--- config.mk ---
export PLATFORM = sky130hd
export DESIGN_NAME = dmem_arbiter
export DESIGN_NICKNAME = d
export VERILOG_FILES = /design/src/rtl/dmem_arbiter.sv
export SDC_FILE = /design/constraint.sdc
export NUM_CORES = 1
export LEC_CHECK = 0
export ABC_AREA = 1
export CORE_AREA = 2 2 156 158
export DETAILED_ROUTE_END_ITERATION = 7
export DIE_AREA = 0 0 158 160
export DONT_BUFFER_PORTS = 1
export HOLD_SLACK_MARGIN = 0.05
export MAX_ROUTING_LAYER = met4
export PLACE_DENSITY_LB_ADDON = 0.12
export SYNTH_ARGS = -nofsm -noshare
export SYNTH_HDL_FRONTEND = slang
export SYNTH_SLANG_ARGS = --single-unit
--- constraint.sdc ---
create_clock -name clk -period 1.9 [get_ports clk]
set_input_delay 0.095 -clock clk [delete_from_list [all_inputs] [get_ports clk]]
set_output_delay 0.095 -clock clk [all_outputs]
set_load 0.02 [all_outputs]
--- src/rtl/dmem_arbiter.sv ---
// rtl/dmem_arbiter.sv - two-port data memory arbiter with read-modify-write for partial stores
module dmem_arbiter #(
  parameter int XLEN       = 32,
  parameter int ADDR_SIZE  = 32,
  parameter int FIXED_PRIO = 0
) (
  input  logic                 clk,
  input  logic                 rstn,
  input  logic                 req0,
  input  logic                 req1,
  input  logic                 we0,
  input  logic                 we1,
  input  logic [ADDR_SIZE-1:0] addr0,
  input  logic [ADDR_SIZE-1:0] addr1,
  input  logic [XLEN-1:0]      wdata0,
  input  logic [XLEN-1:0]      wdata1,
  input  logic [3:0]           be0,
  input  logic [3:0]           be1,
  input  logic [ADDR_SIZE-1:0] pc0,
  input  logic [ADDR_SIZE-1:0] pc1,
  output logic                 gnt0,
  output logic                 gnt1,
  output logic                 rvalid0,
  output logic                 rvalid1,
  output logic [XLEN-1:0]      rdata0,
  output logic [XLEN-1:0]      rdata1,
  output logic                 busy,
  output logic                 mem_we,
  output logic [ADDR_SIZE-1:0] mem_a,
  output logic [XLEN-1:0]      mem_wd,
  output logic [ADDR_SIZE-1:0] mem_pc,
  input  logic [XLEN-1:0]      mem_rd
);

  typedef enum logic [1:0] {IDLE, ACC, WR, RSP} state_t;

  state_t                state, state_nx;
  logic                  we_q;
  logic [ADDR_SIZE-1:0]  addr_q;
  logic [XLEN-1:0]       wdata_q;
  logic [3:0]            be_q;
  logic [ADDR_SIZE-1:0]  pc_q;
  logic [XLEN-1:0]       rdata_q;
  logic [XLEN-1:0]       merge_q;
  logic [XLEN-1:0]       merged;
  logic                  owner_q;
  logic                  last_q;
  logic                  partial;
  logic                  unused_addr_lsbs;

  assign unused_addr_lsbs = ^addr_q[1:0];

  // Round-robin: on a tie, the port that did not win last time goes next.
  always_comb begin
    gnt0 = 1'b0;
    gnt1 = 1'b0;
    if (state == IDLE) begin
      if (req0 && (!req1 || (FIXED_PRIO != 0) || last_q))
        gnt0 = 1'b1;
      else if (req1)
        gnt1 = 1'b1;
    end
  end

  assign partial = we_q && (be_q != 4'hF) && (be_q != 4'h0);

  always_comb begin
    state_nx = state;
    case (state)
      IDLE: if (gnt0 || gnt1) state_nx = ACC;
      ACC:  state_nx = partial ? WR : RSP;
      WR:   state_nx = RSP;
      RSP:  state_nx = IDLE;
      default: state_nx = IDLE;
    endcase
  end

  always_comb begin
    merged = mem_rd;
    for (int i = 0; i < 4; i++)
      if (be_q[i]) merged[8*i +: 8] = wdata_q[8*i +: 8];
  end

  assign mem_a  = {addr_q[ADDR_SIZE-1:2], 2'b00};
  assign mem_pc = pc_q;
  assign mem_we = ((state == ACC) && we_q && (be_q == 4'hF)) || (state == WR);
  assign mem_wd = (state == WR) ? merge_q : wdata_q;
  assign busy   = (state != IDLE);

  always_ff @(posedge clk or negedge rstn) begin
    if (!rstn) begin
      state   <= IDLE;
      we_q    <= 1'b0;
      addr_q  <= '0;
      wdata_q <= '0;
      be_q    <= '0;
      pc_q    <= '0;
      rdata_q <= '0;
      merge_q <= '0;
      owner_q <= 1'b0;
      last_q  <= 1'b1;
      rvalid0 <= 1'b0;
      rvalid1 <= 1'b0;
      rdata0  <= '0;
      rdata1  <= '0;
    end else begin
      state <= state_nx;
      if (gnt0 || gnt1) begin
        we_q    <= gnt1 ? we1 : we0;
        addr_q  <= gnt1 ? addr1 : addr0;
        wdata_q <= gnt1 ? wdata1 : wdata0;
        be_q    <= gnt1 ? be1 : be0;
        pc_q    <= gnt1 ? pc1 : pc0;
        owner_q <= gnt1;
        last_q  <= gnt1;
      end
      if (state == ACC && !we_q) rdata_q <= mem_rd;
      if (state == ACC && partial) merge_q <= merged;
      // Response flops load on entry to RSP so rvalid/rdata line up with that state.
      rvalid0 <= (state_nx == RSP) && !owner_q;
      rvalid1 <= (state_nx == RSP) && owner_q;
      if (state_nx == RSP) begin
        if (!owner_q) rdata0 <= (state == ACC && !we_q) ? mem_rd : rdata_q;
        else          rdata1 <= (state == ACC && !we_q) ? mem_rd : rdata_q;
      end
    end
  end

endmodule

# == After elaboration in Yosys (flattened, before gate mapping) ==
# Cells that the tools add are included.
# totals
mem_bits_ro,0
elab_cells,60
latch_bits,0
n_memories,0
output_inout_bits,166
register_bits,235
mem_bits_rw,0
# op_classes
addsub,0
n_eq_ne,6
shifts,0
order_cmp,0
n_mul,0
bitwise,1
n_reduce_logical,20
n_mux,19
n_div,0
# op_table
cell,n
$mux W32,5
$mux W8,4
$logic_and A1 B1 Y1,9
$pmux W2 S4,1
$mux W1,7
$eq A2 B2 Y1 const B,3
$eq A4 B4 Y1 const B,1
$mux W4,1
$ne A4 B4 Y1 const B,1
$reduce_and A2 Y1,2
$reduce_bool A4 Y1,1
$logic_not A1 Y1,3
$logic_or A1 B1 Y1,3
$eq A2 B1 Y1 const B,1
$logic_not A2 Y1,1
$mux W2,1
$reduce_bool A2 Y1,1
$not A1 Y1,1

# == Longest topological paths before layout ==
# Gate-level depths: netlist of run 1.
# depth
word_depth,10
depth_mapped,11

# == Worst setup path before layout of run 1 ==
# OpenSTA, ideal clock, no wires.
# synth_timing
path_kind,reg-to-reg
startpoint,register state[0]
endpoint,register rdata0[7]
stages_incl_launch_ff,10
period_less_slack_ns,1.677
required_time_ns,1.781
t_arrival_ns,1.558
setup_time_ns,0.119
slack_ns,0.223
cell_sequence,dfrtp_1 inv_1 ha_1 clkbuf_1 nor2_1 nand2_1 nand4_2 buf_2 nand2_1 nand2_1
# synth_via
elab_chain_len,7
word_cells_on_any_way,13
cone_classes,eq/ne: 4; mux: 5; reduce/logical: 4
# synth_lines
element,line,text
"start, declared",37,"state_t state, state_nx;"
"start signal, assigned",107,state <= state_nx;
$logic_not A2 Y1,"57, 69",
$mux W1,57,if (state == IDLE) begin
$logic_or A1 B1 Y1,70,IDLE: if (gnt0 || gnt1) state_nx = ACC;
$mux W2,70,
$pmux W2 S4,69,case (state)
$eq A2 B2 Y1,122,if (state_nx == RSP) begin
$reduce_and A2 Y1 (no line),n/a,
"end signal, assigned",123,if (!owner_q) rdata0 <= (state == ACC && !we_q) ? mem_rd : rdata_q;
"end, declared",25,"output logic [XLEN-1:0] rdata0,"
# Parallel ways exist; a longest one is shown, timed or not.
# A chain may end at the register's enable or synchronous reset.

# == Worst setup path after layout of run 1 ==
# layout_timing
startpoint,register state[0]
endpoint,output mem_wd[0]
# layout_via
elab_chain_len,2
# layout_lines
element,line,text
$eq A2 B2 Y1,87,assign mem_wd = (state == WR) ? merge_q : wdata_q;
$mux W32,87,
"end, declared",30,"output logic [XLEN-1:0] mem_wd,"
# No other way between the ends.

==> reports/metrics.cfg, run 1 <==
[die]
start_util_pct=43.6
die_h_microns=160
fp.coreArea_sq_um=23800
dieArea_sq_um=25300
die_width_microns=158
row_count=57
io_pins=404

[sta]
period_needed_ns=1.97
drv_slew=0
finClkSkew_ns=0.00941
hold_viol_final=233
setup_viol=24
rsz0062_at_grt=true
holdWs_ns=-0.734
worst_pin_slew_ns=0.680
fmax_ghz=0.508
fin_crit_sh_pct=104
max_slew_margin_pct=54.7
fin_ws_ns=-0.0676

[route]
drcViolationCount=0
vias=9838
antenna_left=0
vias_per_cell=5.37
drt_wl_total_microns=37900
wl_per_cell_microns=20.7
firstDrtPassIters=5
drtIter0Drc=730

[clock_tree]
cts_made_buffers=26
cts_root_buf=clkbuf_16
cts_tree=yes
clk_pin_slew_worst_paths_ns=0.06
cts_max_level=1
cts_hold_buf=234
clock_latency_ns=0.52
clock_path_buffers=3
cts_sinks=233

[cells_and_area]
final_nets=1727
drive_gt1_share_pct=12.8
fillers=1915
area_delta_synth_final_pct=44.7
final_cell_area_sq_um=15000
final_util_pct=63.1

[setup_path]
critPathMostFrequentCell=buf_6
crit_slowest_cell=dfrtp_1
worstSetupPathType=reg -> out
critPathRequiredTime_ns=1.80
cp_max_fo=11
path_cells=inv_2 > buf_6 > ha_4 > buf_12 > buf_16 > o21ai_4 > buf_6
end_kind=primary output
start_kind=register
cp_num_buf_inv=5
crit_family=buffers and inverters
crit_arrival_ns=1.87
worst_path_largest_cell_delay_ns=0.38

[grt]
busiest_layer=met2
grt_use_met3_pct=6.76
antenna_found_initial=7
grt_pass1_wl_microns=57300
grt_max_degree=234
first_global_vias=10246
grt_use_total_pct=30.0
use_met2_pct=49.8
use_met1_pct=36.2
gr-total-overflow=0

[synthesis]
synth_top_cells_by_count=nand2_1 (511), dfrtp_1 (232), o21ai_0 (80)
synth_area_leaders=dfrtp_1 (56%), nand2_1 (18%), nand4_1 (3.9%)
synthesis.area_sq_um=10400
yosysSeqAreaShare_pct=56.1
yosysUniqueCellTypes=27
syn_avg_cell_area_sq_um=8.48
async_flop_share_pct=100
yosys.area.top_type=dfrtp_1
syn_inst=1225
ys_warn_count=0
synth_top_flop_cell=dfrtp_1
yosysMostFrequentCell=nand2_1
ys_ff_latch=233
synth_edf_count=0
synth_top_area_share_pct=55.9

[place]
place_area_sq_um=11000
place.gp.congestion=0.896
port_buffers=0
dp_hpwl_microns=22500

[status]
outcome=finished, violations left
violations=hold timing, setup timing

[power]
switchingPower_mw=12.4
power.density_nw_per_um2=1880
comb_power_share_pct=43.9
total_power_mw=28.3
p_leak_nw=7.07
sequentialPowerShare_pct=36.5
peakVddDrop_mv=1.27
internal_power_mw=15.8
clkPwrFrac_pct=19.6
p_sw_share_pct=44.0

[flow_run]
cap_violations=0

[worst_hold_path]
hp-class=in -> async

## flip-flops by register name (all words and copies together), names as in the netlist
name / count
mem_pc: 32
merge_q: 32
rdata0: 32
rdata1: 32
rdata_q: 32
wdata_q: 32
addr_q: 30
be_q: 4
state: 2
last_q: 1
owner_q: 1
rvalid0: 1
rvalid1: 1
we_q: 1
## metrics by stage
stage	cells	worst slack (ns)	setup TNS [ns]
6_report	1833	-0.0676	-0.978
5_1_grt	1833	-0.129	-4.71
4_1_cts	1822	-0.0397	-0.475
3_5_place_dp	1532	0.172	0
3_3_place_gp	1532	0.208	0
2_1_floorplan	1226	0.223	0
## final timing paths
check | start | end | slack [ns] | cells past startpoint
max | state[0]$_DFF_PN0_ | mem_wd[0] | -0.07 | 7
min reg2reg | merge_q[11]$_DFFE_PN0P_ | merge_q[11]$_DFFE_PN0P_ | 0.49 | 2
min in group clk | req1 | wdata_q[31]$_DFFE_PN0P_ | 0.16 | 4
max in group asynchronous | rstn | wdata_q[18]$_DFFE_PN0P_ | 2.05 | 0
min | rstn | addr_q[22]$_DFFE_PN0P_ | -0.73 | 0
max reg2reg | state[0]$_DFF_PN0_ | rdata1[28]$_DFFE_PN0P_ | 0.03 | 8
## cell families (layout without fill, tap and decap cells)
family / count (synthesis) / in the layout / share of synthesized area [%]
adders and majority gates: 4 / 4 / 0.482
AOI/OAI and AO/OA: 150 / 150 / 8.38
buffers and inverters: 158 / 434 / 7.08
muxes: 8 / 8 / 0.867
other: 1 / 9 / 0.0361
and+or+nand+nor: 671 / 671 / 27.0
DFF: 233 / 233 / 56.1
## power groups by stage
stage / combinational [mW] / clock (mW) / sequential, mW
6_report: 12.4 / 5.54 / 10.3
5_1_grt: 13.6 / 5.85 / 10.6
4_1_cts: 11.8 / 5.63 / 10.3
3_5_place_dp: 10.0 / 0 / 10.3
3_3_place_gp: 9.89 / 0 / 10.3
2_1_floorplan: 7.12 / 0 / 9.78
## timing repair
action	4_1_cts	5_1_grt
resized for setup	93	41
pin swaps	17	1
buffers inserted	6	2
setup endpoints to repair	34	104
endpoints found under the hold margin	461	233
gates cloned	5	3
## area by class of cell
class,count,area [sq um],share of cell area [%]
well taps,324,405,2.70
multi-input cells,835,4140,27.5
inverters,71,272,1.81
diodes,7,17.5,0.116
flip-flops and latches,233,5830,38.8
clock buffers,38,787,5.23
clock inverters,7,160,1.07
repair buffers,318,3420,22.8
## cells in the final DEF, fill, tap and decap left out, types with 2 or more instances in the layout
master,instances
o21ai_1,29
inv_2,3
dfrtp_1,232
buf_12,16
o211ai_1,34
clkbuf_16,30
a21oi_4,2
buf_4,31
clkinv_2,2
ha_4,2
bufinv_16,5
buf_6,30
dlygate4sd3_1,234
o21ai_0,48
o21ai_2,14
nand4_2,2
buf_16,3
nand2_1,497
conb_1,2
nand2_2,14
inv_1,66
nand3_1,65
mux2_2,8
nand2_4,3
clkbuf_1,4
clkbuf_8,7
diode_2,7
o21ai_4,13
nor2_1,22
o31ai_1,8
nand4_1,65
## per-layer routing
layer / vias up / share of wire, % / routed length [microns]
met1: 4762 / 40 / 15100
met5: - / 0 / 0
met3: 90 / 7.5 / 2850
met2: 466 / 50 / 18800
li1: 4520 / - / -
met4: 0 / 2.9 / 1110
Power figures use the tool's default switching activity.
==> run 2, diff against run 1 <==
--- a/config.mk
+++ b/config.mk
@@ -5,10 +5,9 @@
 export SDC_FILE = /design/constraint.sdc
 export NUM_CORES = 1
 export LEC_CHECK = 0
-export ABC_AREA = 1
-export CORE_AREA = 2 2 156 158
+export CORE_AREA = 2 2 157 159
 export DETAILED_ROUTE_END_ITERATION = 7
-export DIE_AREA = 0 0 158 160
+export DIE_AREA = 0 0 159 161
 export DONT_BUFFER_PORTS = 1
 export HOLD_SLACK_MARGIN = 0.05
 export MAX_ROUTING_LAYER = met4
==> reports/metrics.cfg, run 2 <==
[clock_tree]
cts_root_buf=clkbuf_16  ; unchanged
cts_hold_buf=226  ; was 234
cts_sinks=233  ; unchanged
cts_resized=97  ; was 93
cts_made_buffers=26  ; unchanged
cts_max_level=1  ; unchanged
cts_setup_buffers=21  ; was 6
clock_path_buffers=3  ; unchanged

[die]
row_count=57  ; unchanged
die_width_microns=159  ; was 158 microns
io_pins=404  ; unchanged
start_util_pct=41.1  ; was 43.6%
die_h_microns=161  ; was 160 microns

[synthesis]
synth_area_leaders=dfrtp_1 (59%), mux2_2 (11%), a222oi_1 (10%)  ; was dfrtp_1 (56%), nand2_1 (18%), nand4_1 (3.9%)
synth_edf_count=0  ; unchanged
yosysSeqAreaShare_pct=59.1  ; was 56.1%
yosys.area.top_type=dfrtp_1  ; unchanged
ys_warn_count=0  ; unchanged
synth_top_area_share_pct=58.9  ; was 55.9%
syn_avg_cell_area_sq_um=13.3  ; was 8.48 sq um
ys_ff_latch=233  ; unchanged
syn_inst=743  ; was 1,225
async_flop_share_pct=100  ; unchanged
synth_top_flop_cell=dfrtp_1  ; unchanged
synthesis.area_sq_um=9860  ; was 10,400 sq um
synth_top_cells_by_count=dfrtp_1 (232), inv_1 (104), a222oi_1 (99)  ; was nand2_1 (511), dfrtp_1 (232), o21ai_0 (80)
yosysMostFrequentCell=dfrtp_1  ; was nand2_1
yosysUniqueCellTypes=28  ; was 27

[status]
outcome=stopped before the end  ; was finished, violations left
stop_stage=clock tree synthesis
tool.error=[ERROR RSZ-0060] Max buffer count reached.

[place]
port_buffers=0  ; unchanged
pre_cts_slack_ns=-0.235  ; was 0.172 ns
dp_hpwl_microns=19500  ; was 22,500 microns
place.gp.congestion=0.848  ; was 0.896
place_area_sq_um=10500  ; was 11,000 sq um

[run 2: cell families after synthesis]
kind of cell	synth area share (%)
multiplexers	19.0
adder cells (fa/ha/maj)	0.508
buffers and inverters	6.79
flip-flops	59.1
AO/OA/AOI/OAI	12.8
other	0.0380
AND/OR/NAND/NOR	1.71
[run 2: stage by stage]
stage                     instances  TNS, ns  util (%)
after detailed placement       1051   -17.85      43.7
after global placement         1051   -12.89      43.7
after floorplan                 744   -11.39         -
